<file path="src/rtl/memory_read_demux.sv">
// Read-side demux: walks a 45-entry location table, fetches one word per entry and deals the
// words round-robin onto five FIFO lanes. Define MEM_READ_SKIP_PAD_EN to drop padding entries.
module memory_read_demux #(
    parameter int N     = 32,
    parameter int W     = 8,
    parameter int ROW   = 5,
    parameter int COUNT = 45
) (
    input  logic         clk,
    input  logic         rst,
    input  logic         init,
    input  logic [W-1:0] base_address,
    input  logic         loc_wr_en,
    input  logic [5:0]   loc_wr_addr,
    input  logic [7:0]   loc_wr_data,
    output logic [W-1:0] mem_addr,
    output logic         mem_rd_en,
    input  logic [N-1:0] mem_rd_data,
    input  logic [4:0]   lane_full,
    output logic [N-1:0] data_out,
    output logic [4:0]   wr_en,
    output logic         busy,
    output logic         com
);
    typedef enum logic [2:0] {IDLE, LOOKUP, READ, CAPTURE, WRITE} state_t;

    localparam logic [7:0] PAD  = 8'hFF;
    localparam logic [7:0] ROW8 = 8'(ROW);
    localparam logic [5:0] LAST = 6'(COUNT - 1);

    state_t       r_state;
    logic [7:0]   r_table [64];
    logic [5:0]   r_entry;
    logic [2:0]   r_lane;
    logic [W-1:0] r_base;
    logic [7:0]   r_loc_q;
    logic [W-1:0] r_mem_addr;
    logic         r_mem_rd_en;
    logic [N-1:0] r_data_out;
    logic         r_busy;
    logic         r_com;

    logic [7:0]   w_loc;
    logic [7:0]   w_prod;
    logic [W-1:0] w_addr;
    logic         w_lane_ready;
    logic         w_last;

    // Table survives reset; a same-cycle read sees the previous contents.
    always_ff @(posedge clk) begin
        if (loc_wr_en) r_table[loc_wr_addr] <= loc_wr_data;
    end

    assign w_loc        = r_table[r_entry];
    assign w_prod       = {4'd0, w_loc[7:4]} * ROW8;
    assign w_addr       = r_base + W'(w_prod) + W'({4'd0, w_loc[3:0]});
    assign w_lane_ready = !lane_full[r_lane];
    assign w_last       = (r_entry == LAST);

    assign wr_en     = (r_state == WRITE && w_lane_ready) ? (5'b00001 << r_lane) : 5'b00000;
    assign mem_addr  = r_mem_addr;
    assign mem_rd_en = r_mem_rd_en;
    assign data_out  = r_data_out;
    assign busy      = r_busy;
    assign com       = r_com;

    always_ff @(posedge clk) begin
        if (rst) begin
            r_state     <= IDLE;
            r_entry     <= '0;
            r_lane      <= '0;
            r_base      <= '0;
            r_loc_q     <= '0;
            r_mem_addr  <= '0;
            r_mem_rd_en <= 1'b0;
            r_data_out  <= '0;
            r_busy      <= 1'b0;
            r_com       <= 1'b0;
        end else begin
            r_com <= 1'b0;
            case (r_state)
                IDLE: begin
                    if (init) begin
                        r_base  <= base_address;
                        r_entry <= '0;
                        r_lane  <= '0;
                        r_busy  <= 1'b1;
                        r_state <= LOOKUP;
                    end
                end
                LOOKUP: begin
                    // Address is registered here so it is stable for the whole READ cycle.
                    r_loc_q     <= w_loc;
                    r_mem_addr  <= w_addr;
                    r_mem_rd_en <= (w_loc != PAD);
                    r_state     <= READ;
                end
                READ: begin
                    r_mem_rd_en <= 1'b0;
                    r_state     <= CAPTURE;
                end
                CAPTURE: begin
`ifdef MEM_READ_SKIP_PAD_EN
                    if (r_loc_q == PAD) begin
                        if (w_last) begin
                            r_busy  <= 1'b0;
                            r_com   <= 1'b1;
                            r_state <= IDLE;
                        end else begin
                            r_entry <= r_entry + 6'd1;
                            r_state <= LOOKUP;
                        end
                    end else begin
                        r_data_out <= mem_rd_data;
                        r_state    <= WRITE;
                    end
`else
                    r_data_out <= (r_loc_q == PAD) ? '0 : mem_rd_data;
                    r_state    <= WRITE;
`endif
                end
                WRITE: begin
                    if (w_lane_ready) begin
                        r_lane <= (r_lane == 3'd4) ? 3'd0 : r_lane + 3'd1;
                        if (w_last) begin
                            r_busy  <= 1'b0;
                            r_com   <= 1'b1;
                            r_state <= IDLE;
                        end else begin
                            r_entry <= r_entry + 6'd1;
                            r_state <= LOOKUP;
                        end
                    end
                end
                default: r_state <= IDLE;
            endcase
        end
    end
endmodule
</file>
<file path="config.mk">
export PLATFORM = sky130hd
export DESIGN_NAME = memory_read_demux
export DESIGN_NICKNAME = d
export VERILOG_FILES = /design/src/rtl/memory_read_demux.sv
export SDC_FILE = /design/constraint.sdc
export NUM_CORES = 1
export LEC_CHECK = 0
export BUFFER_PORTS_ARGS = -buffer_cell sky130_fd_sc_hd__buf_4
export CAP_MARGIN = 25
export CORE_MARGIN = 4
export CORE_UTILIZATION = 55
export CTS_BUF_LIST = sky130_fd_sc_hd__clkbuf_16
export CTS_CLUSTER_DIAMETER = 80
export DETAILED_ROUTE_END_ITERATION = 6
export PLACE_DENSITY = 0.76
export SYNTH_ARGS = -nofsm -noshare
export SYNTH_HDL_FRONTEND = slang
export SYNTH_SLANG_ARGS = --single-unit
</file>
<file path="constraint.sdc">
create_clock -name clk -period 5.85 [get_ports clk]
set_clock_uncertainty 0.2 [all_clocks]
set_input_delay 0.585 -clock clk [delete_from_list [all_inputs] [get_ports clk]]
set_output_delay 0.585 -clock clk [all_outputs]
set_load 0.01 [all_outputs]
</file>
==> run metrics, run 1 <==
status finished clean; min cycle time layout 5520 ps; area grow syn2layout 14.0%; GPL Wtd Cong 0.877; RSZ-0062 raised after global routing false; post-synthesis xor/xnor area fraction 0.00412; largest net degree at the start of global routing 72; GR peak layer met2; Iter 0 DRT Violations 1666; chip width 214 um; Post-Syn Area 23400 sq um; mux contribution to synthesized area 0.130; startpoint class of the critical path flop; WS Path Type reg -> reg; Max Clock Freq 0.181 GHz; Most used DFF post-synth edfxtp_1; reg-to-reg slack, setup 330 ps; met1 GRT Util 0.333; maxcap violations 0; setup_tns 0 ps; Avg Synthesized Cell Area 17.8 sq um; root buf cell clkbuf_16; input/output buffers 110; yosys warns 0; Yosys reg bits 589; post-CTS sizing 0; critical path fanouts, max 33; I/O pin count 111; cell row count 75; Synth Net Count 1405; final core utilization 0.635; end point of the critical path mem_addr[7]; GR Util met3 0.0540; post-synthesis sequential area ratio 0.723; Synth cell types 65; TritonCTS Buffers 55; Inserted Diodes 0; Finished Cell Area 26700 sq um; Core Box Area 42000 sq um; Worst Path Arrival 5820 ps; main combinational cell family by area after synthesis multiplexers; clock tree buffer depth 3; Reg clk slew, reported paths 60 ps; crit path max-delay cell type a2111oi_0; Pleak 8.66 nW; clock sink count 589; die outline area 45900 sq um; Cells after DPL 1927; most common library cells after synthesis 512 x edfxtp_1, 147 x nor2_1, 116 x mux4_2; r2r endpoint mem_addr[7]; period utilization 0.944; Synth area leaders edfxtp_1 66%, mux4_2 11%, dfxtp_1 6.6%, nor2_1 2.4%, mux4_1 1.5%; Synth Instances 1313; Detailed Place HPWL 33.2 mm; EDFF count, synth 512; Final setup viols 0; via/cell ratio 6.34; number of remaining DRC errors 0; Hold Path Class in -> reg; Die Y 214 um; GRT overflow 0; Hold WS 30.1 ps; DR pass1 iterations 5; maximum vdd drop 0.244 mV; CP dominant cell by count a21oi_1; Clk Latency, worst-skew pair 600 ps; H-tree level count 2; DRT antenna net count 0; R2R cell count 19; met2 usage 0.365; final WL 53.3 mm; share of post-route cells with drive strength above 1 0.239; pwr dens 326 nW/um^2; initial core utilization 0.557; CTS tree built; initial antenna violation count 0; # fillers 2812; CP Data Required Time 6150 ps; All-Layer GR Usage 0.232; CP Capture Type flop; Post-synth ARST share 0; final max-slew violation count 0; routed via count 12900; Largest stage delay, worst path 840 ps; post-synthesis adder-cell area fraction 0.0174; top-area cell type share of the netlist area 0.657; Final #Nets 1538; cell taking the most area after synthesis edfxtp_1; first-pass GRT wire length 81.3 mm; WL/cell 26.2 um; Finished Layout Cells 2031; Synth Area in Simple Gates 0.0571; worst-path cell chain buf_12 > or2_0 > o22ai_1 > a2111oi_0 > a21oi_1 > nand2_1 > ha_1 > inv_1 > fa_1 > fa_1 > inv_1 > ha_1 > a21oi_1 > nor2_1 > nor2_1 > o21bai_1 > a21oi_1 > xnor2_1 > a211oi_1; vias in the first global route 13000; Hold Fails Final Rpt 0; Max-slew headroom 0.356; Least-Margin Pin Slew 962 ps; top-count cell post-synth edfxtp_1; Synth Area in Compound Gates 0.0437; placed cell areas 24800 sq um
[worst min-delay path by stage]
stage                         start      endpoint  slack [ps]  depth (start not counted)
floorplan                 r_base[3]     r_base[3]         240                          2
global placement        mem_addr[4]   mem_addr[4]         240                          2
detailed placement      mem_addr[5]   mem_addr[5]         250                          2
CTS                  mem_rd_data[1]   data_out[1]         0.5                          3
global route        mem_rd_data[22]  data_out[22]          30                          3
finish               mem_rd_data[6]   data_out[6]          30                          3
[final cells by class]
| class | count | area (sq um) | area share |
|---|---|---|---|
| inverters | 36 | 135 | 0.00506 |
| well taps | 539 | 674 | 0.0253 |
| clock inverters | 46 | 483 | 0.0181 |
| flip-flops and latches | 589 | 16900 | 0.634 |
| multi-input cells | 621 | 5920 | 0.222 |
| repair buffers | 143 | 1120 | 0.0420 |
| clock buffers | 57 | 1430 | 0.0534 |
[power by group]
group | internal (mW) | leakage (nW) | total (mW) | switching, mW
clock network | 2.21 | 0.948 | 3.74 | 1.53
logic | 0.121 | 2.48 | 0.323 | 0.203
registers | 4.61 | 5.23 | 4.64 | 0.0247
total | 6.94 | 8.66 | 8.70 | 1.76
[cell families (layout without fill, tap and decap cells)]
group,Yosys count,count (layout)
simple gates,298,298
buf+inv,103,282
compound gates,144,144
fa+ha+maj,29,29
mux,139,139
flops,589,589
xor+xnor,11,11
[sequential cells by signal (all words and copies together) (netlist names), named ones only]
| signal | count |
|---|---|
| r_entry | 6 |
| r_state | 3 |
| r_base | 8 |
| com | 1 |
| busy | 1 |
| r_loc_q | 8 |
| r_lane | 3 |
| data_out | 32 |
| mem_rd_en | 1 |
| mem_addr | 8 |
| r_table | 512 |
[layer usage]
metal  wire, um  vias up
met1      21300     6570
met3       5260       98
met5          0        -
li1           -     5468
met4       1310        0
met2      25400      739
[timing repair]
action	4_1_cts	5_1_grt
hold buffers	1	0
buffers inserted	0	0
endpoints found under the hold margin	1	0
[stage by stage]
stage | power (mW) | worst slack (ps)
after floorplan | 4.88 | 1110
after global placement | 5.03 | 635
after detailed placement | 5.05 | 578
after CTS | 8.74 | 550
after global routing | 8.96 | 152
final | 8.70 | 326
[critical path: cells and delay by family (launching register included)]
kind | cells | cell delay [ps]
simple gates | 4 | 810
buf+inv | 3 | 380
compound gates | 7 | 1720
xor+xnor | 1 | 100
flops | 1 | 730
fa+ha+maj | 4 | 1430
[layout by cell type, fill, tap and decap left out, drive strengths merged, types with 9 or more instances in the layout]
cell / n
nor2b: 9
bufinv: 10
nand2: 62
o22ai: 14
ha: 23
nand2b: 10
nor3: 23
buf: 142
a22oi: 45
a211oi: 12
inv: 42
edfxtp: 512
nor2: 147
a21oi: 33
clkinv: 26
mux4: 129
dfxtp: 77
nand3: 11
clkbuf: 57
mux2i: 10
(Power assumes the default switching activity.)
==> run 2: changes to the inputs <==
ABC_AREA = 1   (was not set)
PLACE_DENSITY = 0.75   (was 0.76)
==> run metrics, run 2 <==
status finished clean; post-CTS setup buffer count 0 (unchanged); worst-path cell chain buf_12 > nand2_1 > nand3_1 > nand3_1 > nand2_1 > nand2_1 > nand3_1 > nand3_1 > nand2_1 > ha_1 > inv_1 > fa_1 > fa_1 > inv_1 > ha_1 > a21oi_1 > inv_1 > a31oi_1 > o21bai_1 > a21oi_1 > nor2_1 > o221ai_1 > inv_1; routed via count 16900 (+31%); CP Data Required Time 6140 ps (about the same); r2r endpoint mem_addr[6]; Post-Syn Area 24600 sq um (+5.1%); Finished Cell Area 27400 sq um (+2.6%); GPL Wtd Cong 0.844 (-3.7%); Avg Synthesized Cell Area 11.0 sq um (-38%); placed cell areas 25600 sq um (+3.3%); number of remaining DRC errors 0 (unchanged); Synth Instances 2237 (+70%); Post-synth ARST share 0 (unchanged); All-Layer GR Usage 0.244 (+0.0119); Max-slew headroom 0.296 (-0.0607); RSZ-0062 raised after global routing false; top-count cell post-synth nand2_1; top-area cell type share of the netlist area 0.625 (-0.0317); Iter 0 DRT Violations 2002 (+20%); Largest stage delay, worst path 490 ps (-350 ps); Least-Margin Pin Slew 1060 ps (+93.0 ps); pwr dens 343 nW/um^2 (+5.3%); share of post-route cells with drive strength above 1 0.0959 (-0.143); yosys warns 0 (unchanged); Core Box Area 44200 sq um (+5.2%); post-synthesis sequential area ratio 0.688 (-0.0349); cell row count 77 (+2.7%); WL/cell 20.1 um (-23%); most common library cells after synthesis 704 x nand2_1, 512 x edfxtp_1, 445 x nand3_1; setup_tns 0 ps (unchanged); initial core utilization 0.556 (-0.000579); Reg clk slew, reported paths 60 ps (about the same); Hold WS 33.8 ps (+3.76 ps); maximum vdd drop 0.234 mV (-4.3%); Synth area leaders edfxtp_1 63%, nand2_1 11%, nand3_1 9.1%, dfxtp_1 6.3%, nor2_1 1.3%; Detailed Place HPWL 34.5 mm (+4.0%); area grow syn2layout 11.4%; WHS Endpoint data_out[25]; Most used DFF post-synth edfxtp_1; clock sink count 589 (unchanged); CTS hold repair buffers 0 (-1); Worst Path Arrival 5500 ps (-320 ps); Max Clock Freq 0.192 GHz (+6.1%); Inserted Diodes 0 (unchanged); Hold Fails Final Rpt 0 (unchanged); vias in the first global route 16600 (+28%); period utilization 0.890 (-0.0543); CP Capture Type flop; largest net degree at the start of global routing 178 (+150%); hold path cells 3 (unchanged); # fillers 3386 (+20%); Finished Layout Cells 2938 (+45%); Pleak 10.4 nW (+20%); maxcap violations 0 (unchanged); final WL 59.0 mm (+11%); final max-slew violation count 0 (unchanged); crit path buf inv count 5 (+2); die outline area 48200 sq um (+4.9%); max reg flops 512 (unchanged); clock tree buffer depth 3 (unchanged); highest-count cells in the layout ignoring fill and taps 704 x nand2_1, 512 x edfxtp_1, 445 x nand3_1; initial antenna violation count 0 (unchanged); Die Y 219 um (+2.4%); crit-path leading delay family adder cells; Cells after DPL 2831 (+47%); Final WS setup 644 ps (+317 ps); critical path fanouts, max 177 (+440%); Synth cell types 40 (-38%); WS Path Type reg -> reg; root buf cell clkbuf_16; cell taking the most area after synthesis edfxtp_1; first-pass GRT wire length 91.0 mm (+12%); crit path max-delay cell type buf_12; DR pass1 iterations 6 (+1); post-CTS sizing 0 (unchanged); hold path startpoint mem_rd_data[25]; reg-to-reg slack, setup 640 ps (+320 ps); Final setup viols 0 (unchanged); Hold Path Class in -> reg; startpoint class of the critical path flop; Final #Nets 2392 (+56%); Synth Net Count 2329 (+66%); min cycle time layout 5210 ps (-317 ps); Reg with most FFs r_table; post-place setup slack 840 ps (+262 ps); EDFF count, synth 512 (unchanged); DRT antenna net count 0 (unchanged); CTS tree built; R2R cell count 23 (+4); Clk Latency, worst-skew pair 610 ps (about the same); TritonCTS Buffers 58 (+5.5%); Yosys reg bits 589 (unchanged); leading cell type in the layout, fill and taps excluded nand2_1; H-tree level count 2 (unchanged); I/O pin count 111 (unchanged); GRT overflow 0 (unchanged); chip width 219 um (+2.4%); via/cell ratio 5.74 (-9.5%); input/output buffers 110 (unchanged)
-- run 2: routing by layer --
layer	vias to the layer above	GRT usage	share of wire
met3	131	0.0571	0.087
met5	-	0	0
met1	8076	0.327	0.40
met4	0	0.0853	0.033
li1	7875	-	-
met2	768	0.394	0.48
-- run 2: cell type report --
type,instances,area [sq um],share of cell area
Timing Repair Buffer,133,1100,0.0402
Inverter,86,329,0.0120
Clock buffer,59,1480,0.0539
Multi-Input combinational cell,1432,6530,0.238
Clock inverter,47,294,0.0107
Sequential cell,589,16900,0.618
Tap cell,592,741,0.0270
-- run 2: worst max path at each step --
| stage | endpoint | cells after the start | slack [ps] |
|---|---|---|---|
| after floorplan | mem_addr[6] | 26 | 1870 |
| after global placement | mem_addr[6] | 24 | 910 |
| after detailed placement | mem_addr[6] | 22 | 840 |
| after CTS | mem_addr[6] | 22 | 820 |
| after global routing | mem_addr[6] | 24 | 410 |
| final | mem_addr[6] | 23 | 640 |
-- run 2: report_power, final --
part	switching [mW]	leakage, nW	total (mW)	internal [mW]
registers	0.0448	5.24	4.68	4.64
logic	0.828	4.23	1.24	0.416
clock network	1.52	0.905	3.47	1.95
total	2.40	10.4	9.40	7.00
-- run 2: per-stage QoR --
| step | util | total power [mW] |
|---|---|---|
| floorplan | - | 5.64 |
| finish | 0.620 | 9.40 |
| global route | 0.620 | 9.80 |
| global placement | 0.578 | 5.95 |
| CTS | 0.619 | 9.43 |
| detailed placement | 0.579 | 5.99 |
-- run 2: kinds of logic (layout without fill, tap and decap cells) --
group / after synthesis / in the layout / share of synthesized area
AO/OA/AOI/OAI: 140 / 140 / 0.0301
XOR/XNOR: 4 / 4 / 0.00142
adder cells (fa/ha/maj): 29 / 29 / 0.0166
buffers and inverters: 216 / 325 / 0.0468
flip-flops: 589 / 589 / 0.688
AND/OR/NAND/NOR: 1259 / 1259 / 0.217
-- run 2: worst register-to-register path, stage by stage (launching register included) --
cell	delay [ps]
dfxtp_4	390
buf_12	490
nand2_1	390
nand3_1	130
nand3_1	70
nand2_1	100
nand2_1	110
nand3_1	180
nand3_1	130
nand2_1	230
ha_1	280
inv_1	80
fa_1	430
fa_1	490
inv_1	40
ha_1	330
a21oi_1	180
inv_1	50
a31oi_1	230
o21bai_1	100
a21oi_1	170
nor2_1	70
o221ai_1	160
inv_1	60
